`config.mk`:
```
export PLATFORM = sky130hd
export DESIGN_NAME = parity_err_counter
export DESIGN_NICKNAME = d
export VERILOG_FILES = /design/src/rtl/parity_err_counter.sv
export SDC_FILE = /design/constraint.sdc
export NUM_CORES = 1
export LEC_CHECK = 0
export ABC_CLOCK_PERIOD_IN_PS = 2800
export CORE_AREA = 4 4 41 43
export CTS_CLUSTER_SIZE = 8
export DETAILED_ROUTE_END_ITERATION = 12
export DIE_AREA = 0 0 45 47
export GPL_TIMING_DRIVEN = 0
export PLACE_DENSITY = 0.67
export SETUP_SLACK_MARGIN = 0.1
export SLEW_MARGIN = 40
export SYNTH_ARGS = -nofsm -noshare
export SYNTH_HDL_FRONTEND = slang
export SYNTH_SLANG_ARGS = --single-unit
```
`constraint.sdc`:
```
create_clock -name clk -period 2.8 [get_ports clk]
set_input_delay 0.56 -clock clk [delete_from_list [all_inputs] [get_ports clk]]
set_output_delay 0.56 -clock clk [all_outputs]
set_load 0.01 [all_outputs]
```
`src/rtl/parity_err_counter.sv`:
```
// Saturating counter of failed frames; sticks at all-ones.
// Latency: count reflects an inc one clock after it is sampled.
// Backpressure: none; inc is a single-cycle pulse.
module parity_err_counter #(
    parameter int ERR_W = 8
) (
    input  logic             clk,
    input  logic             reset_n,
    input  logic             inc,
    output logic [ERR_W-1:0] count
);

    logic [ERR_W-1:0] r_count;

    // Increment on each failing frame, holding once the counter is full.
    always_ff @(posedge clk or negedge reset_n) begin
        if (!reset_n) begin
            r_count <= '0;
        end else if (inc && (r_count != {ERR_W{1'b1}})) begin
            r_count <= r_count + ERR_W'(1);
        end
    end

    assign count = r_count;

endmodule

```
==> results_dict.tcl <==
set metrics [dict create \
    slowest_delay_ns 0.59 \
    instances_no_fill 62 \
    finalSetupViolCount 0 \
    r2r_setup_slack_ns 1.30 \
    cp.required_ns 2.24 \
    synth_compound_area_frac 0.212 \
    end_kind "output pin" \
    antennaDiodeCount 0 \
    root_buffer "clkbuf_4" \
    num-nets-final 53 \
    largest_register_ffs 8 \
    cts_buffer_depth 2 \
    grt_max_degree 9 \
    maxCapViolCount 0 \
    grtUsageTotal 0.100 \
    run_status "complete, no violations" \
    hold_depth 1 \
    wl_per_cell_um 13.7 \
    netSwitchingFraction 0.368 \
    postCtsSetupBuffers 0 \
    grt_pass1_vias 317 \
    ant_nets 0 \
    ir_worst_vdd_v 0.000403 \
    synth_cell_types 23 \
    cp_data_arrival_time_ns 1.32 \
    yosys.area_share.simple 0.150 \
    postCtsHoldBufs 0 \
    cts_max_level 1 \
    finalCritPeriodShare 0.673 \
    cts.repair.resized 0 \
    drc 0 \
    cts_sinks 8 \
    synth-seq-cells 8 \
    flow.area_growth_from_synthesis_pct 34.7 \
    min_from "count[0]$_DFFE_PN0P_" \
    routed_wl_um 849 \
    hp-class "flip-flop to flip-flop" \
    power_density_nw_per_um2 1030 \
    intPower_uw 357 \
    vias 345 \
    first_iter_violations 8 \
    start_util 0.313 \
    gr-total-overflow 0 \
    p_sw_uw 208 \
    fmaxAchievable_ghz 0.531 \
    cp_num_buf_inv 1 \
    synth_area_per_cell_um2 12.0 \
    synth-warning-count 0 \
    slew_headroom 0.760 \
    num_rows 13 \
    core_area_um2 1300 \
    start_kind "flip-flop" \
    synth_top_family_by_area "compound AO/OA/AOI/OAI gates" \
    synth-xor-area-share 0.0429 \
    drt-vias-per-instance 5.56 \
    hold_viol 0 \
    dp_cells 59 \
    path_delay_family "buffers and inverters" \
    insertion_delay_ns 0.25 \
    grt_first_pass_wirelength_um 1410 \
    r2r_start "count[0]$_DFFE_PN0P_" \
    drive_above_1_share 0.191 \
    utilization 0.422 \
    r2r_cells 4 \
    gp_congestion 0.747 \
    synth_area_um2 408 \
    synth_fa_ha_area_frac 0.0307 \
    antenna_found_initial 0 \
    r2r-end "count[1]$_DFFE_PN0P_" \
    clk_pin_slew_ns 0.05 \
    fin_worst_skew_ns 0.000518 \
    synthCells 34 \
    cp_slowest_cell "clkdlybuf4s50_1" \
    hold_end "count[0]$_DFFE_PN0P_" \
    die_w_um 45 \
    finalPower_uw 565 \
    synthMuxAreaShare 0.0644 \
    clockPowerShare 0.152 \
    critical_path_class "flip-flop to output pin" \
    cp_max_fo 8 \
    cts_made_buffers 3 \
    path_cells "clkdlybuf4s50_1" \
    p_leak_uw 0.000219 \
    tritoncts "done" \
    period_minus_slack_ns 1.88 \
    whs_ns 0.538 \
    syn_nets 38 \
    p_seq_frac 0.421 \
    worstMarginPinSlew_ns 0.359 \
    io-pin-count 11 \
    tns_ns 0 \
    rsz0062_at_grt "false" \
    ys_seq_area_frac 0.491 \
    die_h_um 47 \
    pwr-share-comb 0.427 \
    report.final.slew_viol_count 0 \
    drt_pass1_iterations 4 \
    dieArea_um2 2120 \
    port_buffers 10 \
]
synthesized netlist by cell type:
cell type  instances  area, um^2
a311oi_2           1        15.0
a41oi_1            2        17.5
and3_4             1        11.3
and4_4             1        11.3
inv_1              1        3.75
dfrtp_1            8         200
ha_1               1        12.5
a21oi_1            2        10.0
nand3_2            1        10.0
o21a_1             1        7.51
nand2_1            1        3.75
o21ai_2            1        8.76
a31oi_1            2        12.5
nand4_1            1        6.26
nor2_1             1        3.75
nor3_1             1        5.00
xnor2_1            1        8.76
nand3_1            2        10.0
mux2_4             1        15.0
mux2_1             1        11.3
a21boi_0           1        7.51
o211ai_1           1        7.51
xor2_1             1        8.76
power by group through the flow:
stage / Combinational, uW / Clock [uW] / Sequential, uW
floorplan: 105 / 0 / 248
global placement: 241 / 0 / 236
detailed placement: 244 / 0 / 238
CTS: 246 / 91.2 / 237
global route: 265 / 98.7 / 249
finish: 241 / 85.9 / 237
cell usage in the layout (no fill, tap or decap), types with 2 or more instances in the layout:
| cell | instances |
|---|---|
| a21oi_1 | 2 |
| a31oi_1 | 2 |
| a41oi_1 | 2 |
| clkbuf_4 | 3 |
| clkdlybuf4s50_1 | 10 |
| dfrtp_1 | 8 |
| nand3_1 | 2 |
worst max path at each step:
stage | from | endpoint | slack, ns | cells after the start
final | count[6]$_DFFE_PN0P_ | count[6] | 0.92 | 1
after global routing | count[7]$_DFFE_PN0P_ | count[7] | 0.87 | 1
after detailed placement | inc | count[5]$_DFFE_PN0P_ | 0.86 | 4
after CTS | count[6]$_DFFE_PN0P_ | count[6] | 0.92 | 1
after floorplan | count[0]$_DFFE_PN0P_ | count[1]$_DFFE_PN0P_ | 1.36 | 4
after global placement | inc | count[5]$_DFFE_PN0P_ | 0.88 | 4
cell families (layout without fill, tap and decap cells):
group	after synthesis	in the layout
AOI/OAI and AO/OA	11	11
xor gates and xnor gates	2	2
muxes	2	2
adders and majority gates	1	1
DFF	8	8
and+or+nand+nor	9	9
buffers and inverters	1	14
final cells by class:
type	instances	area, um^2
Timing Repair Buffer	10	100
Inverter	1	3.75
Clock buffer	3	22.5
Tap cell	15	18.8
Sequential cell	8	200
Fill cell	137	752
Multi-Input combinational cell	25	204
metal layers:
layer	wire, um	up-vias	global-route usage
li1	-	162	-
met1	395	167	0.121
met2	400	14	0.150
met3	47	2	0.0345
met4	6	0	0.0702
met5	0	-	0
metrics by stage:
stage | setup slack, ns | cell area (um^2)
after CTS | 0.919 | 549
after global routing | 0.874 | 549
after detailed placement | 0.862 | 527
final | 0.917 | 549
after global placement | 0.884 | 527
after floorplan | 1.36 | 408
(Power assumes the default switching activity.)
